===== src/rtl/dvbc_rs_pkg.sv =====
// Shared GF(2^8) definitions for the DVB-C RS(204,188) encoder and syndrome checker.
// Field polynomial 0x11D, alpha = 0x02, generator roots alpha^0..alpha^15.
package dvbc_rs_pkg;

  localparam int RS_N    = 204;
  localparam int RS_NSYN = 16;

  localparam logic [8:0] GF_POLY = 9'h11D;

  // alpha^j for j = 0..15.
  localparam logic [7:0] ALPHA_POW [16] = '{
    8'h01, 8'h02, 8'h04, 8'h08, 8'h10, 8'h20, 8'h40, 8'h80,
    8'h1d, 8'h3a, 8'h74, 8'he8, 8'hcd, 8'h87, 8'h13, 8'h26
  };

  typedef enum logic {
    ST_IDLE    = 1'b0,
    ST_COLLECT = 1'b1
  } state_e;

  // With c constant the loop folds away, leaving a pure XOR network on x.
  function automatic logic [7:0] gf_mul_const(input logic [7:0] c, input logic [7:0] x);
    logic [7:0] acc;
    logic [7:0] a;
    acc = '0;
    a   = x;
    for (int i = 0; i < 8; i++) begin
      if (c[i]) acc = acc ^ a;
      a = {a[6:0], 1'b0} ^ (a[7] ? GF_POLY[7:0] : 8'h00);
    end
    return acc;
  endfunction

endpackage


===== src/rtl/dvbc_rs_syndrome_check_if.sv =====
// Byte-stream input and packet-result output of the RS syndrome checker.
// Handshake: in_valid qualifies in_sop/in_data every cycle, no backpressure; out_valid is a one-cycle pulse.
interface dvbc_rs_syndrome_check_if #(
  parameter int NSYN  = 16,
  parameter int CNT_W = 16
) ();
  logic                in_valid;
  logic                in_sop;
  logic [7:0]          in_data;
  logic                out_valid;
  logic                out_err;
  logic [8*NSYN-1:0]   out_syn;
  logic [CNT_W-1:0]    err_cnt;
  logic                frm_err;

  modport master (
    output in_valid, in_sop, in_data,
    input  out_valid, out_err, out_syn, err_cnt, frm_err
  );

  modport slave (
    input  in_valid, in_sop, in_data,
    output out_valid, out_err, out_syn, err_cnt, frm_err
  );
endinterface


===== src/rtl/dvbc_rs_syn_cell.sv =====
// One syndrome accumulator S_J, updated by Horner's rule: S <= S*alpha^J ^ b.
// syn_next_o is the value the register takes at the coming edge.
module dvbc_rs_syn_cell
  import dvbc_rs_pkg::*;
#(
  parameter int J = 0
) (
  input  logic       clk,
  input  logic       rst_n,
  input  logic       load_i,
  input  logic       shift_i,
  input  logic [7:0] data_i,
  output logic [7:0] syn_next_o
);

  logic [7:0] syn_q;
  logic [7:0] syn_d;

  always_comb begin
    syn_d = syn_q;
    if (load_i) begin
      syn_d = data_i;
    end else if (shift_i) begin
      syn_d = gf_mul_const(ALPHA_POW[J], syn_q) ^ data_i;
    end
  end

  always_ff @(posedge clk or negedge rst_n) begin
    if (!rst_n) begin
      syn_q <= '0;
    end else begin
      syn_q <= syn_d;
    end
  end

  assign syn_next_o = syn_d;

endmodule


===== src/rtl/dvbc_rs_syndrome_check.sv =====
// RS(204,188) receive-side checker: framing FSM, byte counter, NSYN syndrome cells,
// registered per-packet result, saturating errored-packet counter and framing-error pulse.
module dvbc_rs_syndrome_check
  import dvbc_rs_pkg::*;
#(
  parameter int N     = RS_N,
  parameter int NSYN  = RS_NSYN,
  parameter int CNT_W = 16
) (
  input  logic                      clk,
  input  logic                      rst_n,
  dvbc_rs_syndrome_check_if.slave   bus,
  output state_e                    dbg_state_o
);

  localparam int CW = $clog2(N + 1);

  state_e            state_q, state_d;
  logic [CW-1:0]     cnt_q, cnt_d;
  logic              load, shift, done, frm_d;
  logic [8*NSYN-1:0] syn_next;

  logic              out_valid_q;
  logic              out_err_q;
  logic [8*NSYN-1:0] out_syn_q;
  logic [CNT_W-1:0]  err_cnt_q;
  logic              frm_err_q;

  always_comb begin
    state_d = state_q;
    cnt_d   = cnt_q;
    load    = 1'b0;
    shift   = 1'b0;
    done    = 1'b0;
    frm_d   = 1'b0;
    unique case (state_q)
      ST_IDLE: begin
        if (bus.in_valid) begin
          if (bus.in_sop) begin
            load    = 1'b1;
            cnt_d   = CW'(1);
            state_d = ST_COLLECT;
          end else begin
            frm_d = 1'b1;
          end
        end
      end
      ST_COLLECT: begin
        if (bus.in_valid) begin
          // An SOP inside a packet, even on its last byte, restarts collection.
          if (bus.in_sop) begin
            frm_d = 1'b1;
            load  = 1'b1;
            cnt_d = CW'(1);
          end else begin
            shift = 1'b1;
            if (cnt_q == CW'(N - 1)) begin
              done    = 1'b1;
              cnt_d   = '0;
              state_d = ST_IDLE;
            end else begin
              cnt_d = cnt_q + 1'b1;
            end
          end
        end
      end
      default: state_d = ST_IDLE;
    endcase
  end

  always_ff @(posedge clk or negedge rst_n) begin
    if (!rst_n) begin
      state_q <= ST_IDLE;
      cnt_q   <= '0;
    end else begin
      state_q <= state_d;
      cnt_q   <= cnt_d;
    end
  end

  for (genvar j = 0; j < NSYN; j++) begin : g_syn
    dvbc_rs_syn_cell #(.J(j)) u_cell (
      .clk        (clk),
      .rst_n      (rst_n),
      .load_i     (load),
      .shift_i    (shift),
      .data_i     (bus.in_data),
      .syn_next_o (syn_next[8*j +: 8])
    );
  end

  always_ff @(posedge clk or negedge rst_n) begin
    if (!rst_n) begin
      out_valid_q <= 1'b0;
      out_err_q   <= 1'b0;
      out_syn_q   <= '0;
      err_cnt_q   <= '0;
      frm_err_q   <= 1'b0;
    end else begin
      out_valid_q <= done;
      frm_err_q   <= frm_d;
      if (done) begin
        out_syn_q <= syn_next;
        out_err_q <= |syn_next;
      end
      if (out_valid_q && out_err_q && (err_cnt_q != {CNT_W{1'b1}})) begin
        err_cnt_q <= err_cnt_q + 1'b1;
      end
    end
  end

  assign bus.out_valid = out_valid_q;
  assign bus.out_err   = out_err_q;
  assign bus.out_syn   = out_syn_q;
  assign bus.err_cnt   = err_cnt_q;
  assign bus.frm_err   = frm_err_q;
  assign dbg_state_o   = state_q;

endmodule


===== src/flat_wrapper.sv =====
// flat-port wrapper written by rule: the top's interface ports become plain ports
module dvbc_rs_syndrome_check_flat import dvbc_rs_pkg::*;
#(
  parameter int N     = RS_N,
  parameter int NSYN  = RS_NSYN,
  parameter int CNT_W = 16
)
  (clk, rst_n, dbg_state_o, bus_in_valid, bus_in_sop, bus_in_data, bus_out_valid, bus_out_err, bus_out_syn, bus_err_cnt, bus_frm_err);
  dvbc_rs_syndrome_check_if #(.NSYN(NSYN), .CNT_W(CNT_W)) bus_i ();
  input  logic clk;
  input  logic rst_n;
  output state_e dbg_state_o;
  input wire logic [$bits(bus_i.in_valid)-1:0] bus_in_valid;
  input wire logic [$bits(bus_i.in_sop)-1:0] bus_in_sop;
  input wire logic [$bits(bus_i.in_data)-1:0] bus_in_data;
  output wire logic [$bits(bus_i.out_valid)-1:0] bus_out_valid;
  output wire logic [$bits(bus_i.out_err)-1:0] bus_out_err;
  output wire logic [$bits(bus_i.out_syn)-1:0] bus_out_syn;
  output wire logic [$bits(bus_i.err_cnt)-1:0] bus_err_cnt;
  output wire logic [$bits(bus_i.frm_err)-1:0] bus_frm_err;
  assign bus_i.in_valid = bus_in_valid;
  assign bus_i.in_sop = bus_in_sop;
  assign bus_i.in_data = bus_in_data;
  assign bus_out_valid = bus_i.out_valid;
  assign bus_out_err = bus_i.out_err;
  assign bus_out_syn = bus_i.out_syn;
  assign bus_err_cnt = bus_i.err_cnt;
  assign bus_frm_err = bus_i.frm_err;
  dvbc_rs_syndrome_check #(.N(N), .NSYN(NSYN), .CNT_W(CNT_W)) u_core (.clk(clk), .rst_n(rst_n), .bus(bus_i), .dbg_state_o(dbg_state_o));
endmodule

===== config.mk =====
export PLATFORM = sky130hd
export DESIGN_NAME = dvbc_rs_syndrome_check_flat
export DESIGN_NICKNAME = d
export VERILOG_FILES = /design/src/rtl/dvbc_rs_pkg.sv /design/src/rtl/dvbc_rs_syndrome_check_if.sv /design/src/rtl/dvbc_rs_syn_cell.sv /design/src/rtl/dvbc_rs_syndrome_check.sv /design/src/flat_wrapper.sv
export SDC_FILE = /design/constraint.sdc
export NUM_CORES = 1
export LEC_CHECK = 0
export BUFFER_PORTS_ARGS = -buffer_cell sky130_fd_sc_hd__buf_2
export CORE_UTILIZATION = 50
export DETAILED_ROUTE_END_ITERATION = 8
export GPL_TIMING_DRIVEN = 0
export PLACE_DENSITY = 0.69
export SETUP_SLACK_MARGIN = 0.2
export SYNTH_ARGS = -nofsm -noshare
export SYNTH_HDL_FRONTEND = slang
export SYNTH_HIERARCHICAL = 1
export SYNTH_SLANG_ARGS = --single-unit

===== constraint.sdc =====
create_clock -name clk -period 7.1 [get_ports clk]
set_input_delay 1.42 -clock clk [delete_from_list [all_inputs] [get_ports clk]]
set_output_delay 1.42 -clock clk [all_outputs]
set_load 0.05 [all_outputs]

==> results of run 1 <==
where the power goes:
group | switching, uW | internal (uW)
Clock | 646 | 954
Sequential | 342 | 1910
Combinational | 1570 | 1600
Total | 2560 | 4460
flip-flops by register name (all words and copies together) (netlist names):
signal                     cells
u_core/dbg_state_o             1
u_core/bus.out_err             1
u_core/bus.out_valid           1
u_core/cnt_q                   8
u_core/g_syn.u_cell/syn_q    128
u_core/bus.err_cnt            16
u_core/bus.out_syn           128
u_core/bus.frm_err             1
logic make-up (layout without fill, tap and decap cells):
| kind of cell | count (synthesis) | after routing | synth area share |
|---|---|---|---|
| DFF | 284 | 284 | 0.430 |
| adders and majority gates | 3 | 3 | 0.00227 |
| and+or+nand+nor | 339 | 339 | 0.107 |
| AOI/OAI and AO/OA | 347 | 347 | 0.144 |
| buffers and inverters | 138 | 357 | 0.0494 |
| xor gates and xnor gates | 176 | 176 | 0.119 |
| muxes | 196 | 196 | 0.148 |
area by class of cell:
cell class	count	area [um^2]	share of cell area
buffer	73	573	0.0301
clock buffer	47	916	0.0482
clock inverter	9	101	0.00533
inverter	65	244	0.0128
multi-input combinational	1061	8620	0.453
sequential	284	7110	0.374
tap	442	553	0.0291
timing repair buffer	163	908	0.0478
through the flow:
stage / power, uW / util / cell area (um^2) / cells
5_1_grt: 7440 / 0.585 / 19000 / 2144
6_report: 7020 / 0.585 / 19000 / 2144
3_5_place_dp: 5400 / 0.553 / 18000 / 2088
3_3_place_gp: 5290 / 0.550 / 17900 / 2084
4_1_cts: 7040 / 0.585 / 19000 / 2144
2_1_floorplan: 4810 / - / 16500 / 1483
layer usage:
metal	vias up	wire (um)	global-route usage
met5	-	0	0
met4	0	1130	0.0767
met3	61	2310	0.0394
met2	360	19300	0.399
met1	6159	18200	0.326
li1	5832	-	-
how the worst max path moves through the flow:
stage | startpoint | to | slack (ps) | depth (start not counted)
2_1_floorplan | bus_in_sop | u_core/bus.out_err | 2920 | 9
3_3_place_gp | rst_n | u_core/bus.out_syn[105] | -700 | 1
3_5_place_dp | bus_in_sop | u_core/bus.out_err | 1940 | 12
4_1_cts | bus_in_sop | u_core/bus.out_err | 2530 | 12
5_1_grt | bus_in_sop | u_core/bus.out_err | 2220 | 12
6_report | bus_in_sop | u_core/bus.out_err | 2500 | 12
cell usage in the layout, fill, tap and decap left out, types with 16 or more instances in the layout:
cell type and count:
dfrtp_1 284, buf_2 174, xnor2_1 108, nand2_1 83, mux2_4 79, a21oi_1 76, nor2_1 73, mux2_2 64
o21ai_0 64, inv_1 61, mux2i_1 50, a22oi_1 39, o22ai_1 38, nor4_1 36, xor2_1 35, clkbuf_1 33
clkbuf_16 31, nand3_1 24, nor3_1 23, a31oi_1 19, o22a_1 18, a221o_1 16
==> run_results.csv, run 1 <==
group,metric,value,unit
routing,drt_iter0_markers,797,
sta,worstMarginPinSlew,1300,ps
status,status,"finished clean",
min_path,holdPathStages,1,
placed_design,hpwl,27000,um
critical_path,r2r_slack,3130,ps
critical_path,cpPeakStageDelay,600,ps
cts,htreeDepth,1,
cts,cts_resized,0,
floorplanning,io_pins,160,
logic_synthesis,syn_nets,1498,
grt,antenna_found_initial,0,
logic_synthesis,synthDistinctLibCells,86,
sta,fin_skew,9.44,ps
cts,clock_path_buffers,3,
logic_synthesis,synth-main-ff-cell,"dfrtp_1",
sta,fmax,217,MHz
floorplanning,core_area,0.0325,mm^2
critical_path,cp.required,7550,ps
grt,grt_max_degree,113,
routing,drc,0,
sta,period_minus_slack,4600,ps
critical_path,critPathMaxFanout,25,
logic_synthesis,syn-cell-area,0.0165,mm^2
routing,route.vias.total,12412,
sta,setup-tns-final,0,ps
final_layout,area_delta_synth_final,15.0,%
min_path,hold_end,"u_core/bus.err_cnt[14]",
final_layout,layout.nets,1694,
final_layout,n_antenna_cell,0,
run,maxCapViolCount,0,
logic_synthesis,synth_edf_count,0,
critical_path,worstReg2RegStart,"u_core/dbg_state_o",
sta,rsz0062_at_grt,"no",
logic_synthesis,synth_seq_area_share,0.430,
critical_path,cp_slowest_cell,"and2_2",
critical_path,path_delay_family,"simple AND/OR/NAND/NOR gates",
cts,clk_pin_slew_worst_paths,60,ps
min_path,hold_class,"flop to flop",
placed_design,port_buffers,159,
critical_path,reg2regPathDepth,10,
grt,grt_usage,0.242,
floorplanning,die_x,184,um
logic_synthesis,yosys-top-cells-count,"dfrtp_1 (284), xnor2_1 (108), nand2_1 (83)",
min_path,min_from,"u_core/bus.err_cnt[14]",
floorplanning,die_h,184,um
critical_path,cp-start-kind,"input port",
logic_synthesis,synth_area_leaders,"dfrtp_1 (43%), mux2_4 (7.2%), xnor2_1 (5.7%)",
grt,grt_pass1_wl,65400,um
power,max-vdd-ir-drop,0.210,mV
floorplanning,rows,66,
routing,vias_per_cell,5.79,
sta,finalCritPeriodShare,0.648,
logic_synthesis,post_synth.cell_area_avg,11.2,um^2
critical_path,arrival,5050,ps
placed_design,gp_congestion,0.882,
critical_path,r2r_end,"u_core/bus.out_err",
cts,cts_setup_buffers,0,
placed_design,pre_cts_ws,1940,ps
critical_path,critical_path.endpoint_type,"flop",
cts,cts_tree,"yes",
logic_synthesis,synth_top_area_frac,0.430,
cts,cts-buffers-inserted,31,
cts,clockRootBuffer,"clkbuf_16",
grt,grt_pass1_vias,12135,
floorplanning,initial_utilization,0.508,
routing,wl_per_cell,19.1,um
sta,max_slew_margin,0.135,
cts,clkLatencyLatePin,560,ps
logic_synthesis,synth_top_area_cell,"dfrtp_1",
power,p_per_area,369,mW/mm^2
sta,hold_viol,0,
sta,setup_violations,0,
logic_synthesis,yosysWarnings,6,
sta,hold_ws,484,ps
routing,antenna_left,0,
cts,holdBufCountCts,0,
critical_path,path_class,"input port to flop",
logic_synthesis,async_reset_ff_frac,1.00,
routing,dr.pass1.iters,6,
final_layout,drive_above_1_share,0.261,
grt,grt-ovfl-total,0,
sta,slew_viol_final,0,
critical_path,cp_cell_sequence,"buf_2 > and2_2 > clkbuf_1 > clkbuf_1 > nor3_1 > a21oi_1 > o21ai_0 > nor4_1 > nand4_1 > nor4_1 > nand3_1 > o21a_1",
power,leakage,0.00891,uW
final_layout,nFillCells,2780,
logic_synthesis,yosysMostFrequentCell,"dfrtp_1",
cts,cts.sinks,284,
floorplanning,dieArea,0.0338,mm^2
sta,setup_ws,2500,ps
logic_synthesis,ys_seq_elements,284,
critical_path,crit_buf_inv,3,
logic_synthesis,synth_cells,1483,
routing,wirelength,40900,um
Power figures use the tool's default switching activity.
==> run 2, diff against run 1 <==
==> constraint.sdc (replaced) <==
create_clock -name clk -period 4.26 [get_ports clk]
set_input_delay 0.852 -clock clk [delete_from_list [all_inputs] [get_ports clk]]
set_output_delay 0.852 -clock clk [all_outputs]
set_load 0.05 [all_outputs]
==> run 2 against run 1 <==
Compared with the run above:
- final area about the same
- clock power up 67%
- sequential power up 67%
- clock skew up 0.64 ps
- combinational power up 67%
- critical path depth down 1
- flip-flop and latch count unchanged
- clock-buffer cell count unchanged
- first-iteration DRC count down 2.1%
- non-clock buffer count unchanged
- wire length about the same
- critical endpoint unchanged
- largest cell class unchanged
- largest power group unchanged
- highest routed layer unchanged
==> run_results.csv, run 2 (same netlist as run 1, synthesis figures left out) <==
group,metric,value,unit
status,status,"finished clean",
sta,setup-tns-final,0,ps
cts,clockRootBuffer,"clkbuf_16",
power,power,11700,uW
critical_path,critPathMostFrequentCell,"nor4_1",
floorplanning,rows,66,
routing,antenna_left,0,
routing,drt_iter0_markers,780,
sta,fin_skew,10.1,ps
final_layout,nFillCells,2780,
grt,grt-ovfl-total,0,
run,maxCapViolCount,0,
final_layout,area_delta_synth_final,15.1,%
final_layout,multiInputGateArea,0.00863,mm^2
grt,antenna_found_initial,0,
critical_path,cp-start-kind,"input port",
cts,cts-buffers-inserted,31,
critical_path,path_class,"input port to flop",
placed_design,port_buffers,159,
critical_path,critical_path.endpoint_type,"flop",
critical_path,critPathMaxFanout,28,
sta,setup_violations,0,
critical_path,cpPeakStageDelay,590,ps
critical_path,r2r_slack,460,ps
cts,cts_setup_buffers,0,
sta,rsz0062_at_grt,"no",
floorplanning,core_area,0.0325,mm^2
critical_path,worstReg2RegStart,"u_core/dbg_state_o",
final_layout,n_antenna_cell,0,
critical_path,cp_cell_sequence,"buf_2 > and3b_4 > buf_12 > clkbuf_1 > nor2_1 > a221o_1 > nor4_1 > nand4_1 > nor4_1 > nand3_1 > o21a_1",
critical_path,crit_buf_inv,3,
cts,clk_pin_slew_worst_paths,60,ps
routing,wirelength,41000,um
grt,grt_pass1_wl,65400,um
cts,htreeDepth,1,
routing,dr.pass1.iters,7,
sta,finalCritPeriodShare,0.909,
cts,cts.sinks,284,
power,max-vdd-ir-drop,0.350,mV
power,leakage,0.00891,uW
cts,cts_tree,"yes",
grt,grt_pass1_vias,12135,
sta,worstMarginPinSlew,1330,ps
routing,route.vias.total,12426,
floorplanning,die_h,184,um
final_layout,layout.nets,1694,
floorplanning,dieArea,0.0338,mm^2
critical_path,cp.depth,11,
final_layout,drive_above_1_share,0.262,
grt,grt_usage,0.242,
power,p_per_area,615,mW/mm^2
grt,grt_max_degree,113,
cts,clock_path_buffers,3,
sta,slew_viol_final,0,
final_layout,final_common_cell,"dfrtp_1",
sta,period_minus_slack,3870,ps
placed_design,hpwl,27000,um
critical_path,reg2regPathDepth,10,
critical_path,cp_slowest_cell,"nor4_1",
sta,hold_viol,0,
floorplanning,initial_utilization,0.508,
critical_path,r2r_end,"u_core/bus.out_err",
critical_path,arrival,4330,ps
critical_path,cp.required,4710,ps
min_path,hold_class,"input port to asynchronous set/reset pin",
routing,vias_per_cell,5.80,
placed_design,gp_congestion,0.882,
cts,clkLatencyLatePin,560,ps
final_layout,seqCellArea,0.00711,mm^2
final_layout,final_cell_mix,"dfrtp_1 (284), buf_2 (174), xnor2_1 (108)",
sta,max_slew_margin,0.116,
floorplanning,die_x,184,um
routing,wl_per_cell,19.1,um
sta,setup_ws,388,ps
sta,fmax,258,MHz
placed_design,pre_cts_ws,-335,ps
critical_path,path_delay_family,"simple AND/OR/NAND/NOR gates",
routing,drc,0,
floorplanning,io_pins,160,
[run 2: cell counts in the layout (fill, tap and decap cells not counted)]
Identical to the previous run, type by type.
[run 2: where the power goes]
part | leakage, uW | total [uW] | internal (uW) | switching [uW]
clock network | 0.000501 | 2670 | 1590 | 1080
registers | 0.00367 | 3750 | 3180 | 569
logic | 0.00474 | 5290 | 2670 | 2620
total | 0.00891 | 11700 | 7430 | 4270
[run 2: metal layers]
layer  GRT usage  wire length [um]  vias to the layer above
met3      0.0394              2390                       57
met1       0.326             18200                     6153
met2       0.399             19300                      380
met4      0.0767              1100                        0
li1            -                 -                     5836
met5           0                 0                        -
[run 2: worst reg2reg max path: stages (launching register included)]
cell	delay [ps]
dfrtp_1	420
and3b_4	510
buf_12	250
clkbuf_1	350
nor2_1	180
a221o_1	370
nor4_1	590
nand4_1	220
nor4_1	460
nand3_1	200
o21a_1	140
[run 2: final cells by class]
class	count	share of cell area
buffer	73	0.0301
clock buffer	47	0.0481
clock inverter	9	0.00533
inverter	65	0.0128
multi-input combinational	1061	0.453
sequential	284	0.373
tap	442	0.0291
timing repair buffer	163	0.0477
[run 2: repair_timing]
action                                  CTS  global route
endpoints found under the setup margin    0             1
resized for setup                         0             3
hold buffers                              0             0
[run 2: how the worst max path moves through the flow]
stage / startpoint / end / slack [ps]
floorplan: bus_in_sop / u_core/bus.out_err / 650
global placement: rst_n / u_core/bus.out_syn[105] / -2970
detailed placement: bus_in_sop / u_core/bus.out_err / -330
CTS: bus_in_sop / u_core/bus.out_err / 260
global route: bus_in_sop / u_core/bus.out_err / 220
finish: bus_in_sop / u_core/bus.out_err / 390
[run 2: through the flow]
step / hold slack (ps) / area, um^2 / cells / util
after floorplan: 492 / 16500 / 1483 / -
after global placement: 472 / 17900 / 2084 / 0.550
after detailed placement: 477 / 18000 / 2088 / 0.553
after CTS: 298 / 19000 / 2144 / 0.585
after global routing: 321 / 19000 / 2144 / 0.585
final: 276 / 19000 / 2144 / 0.585
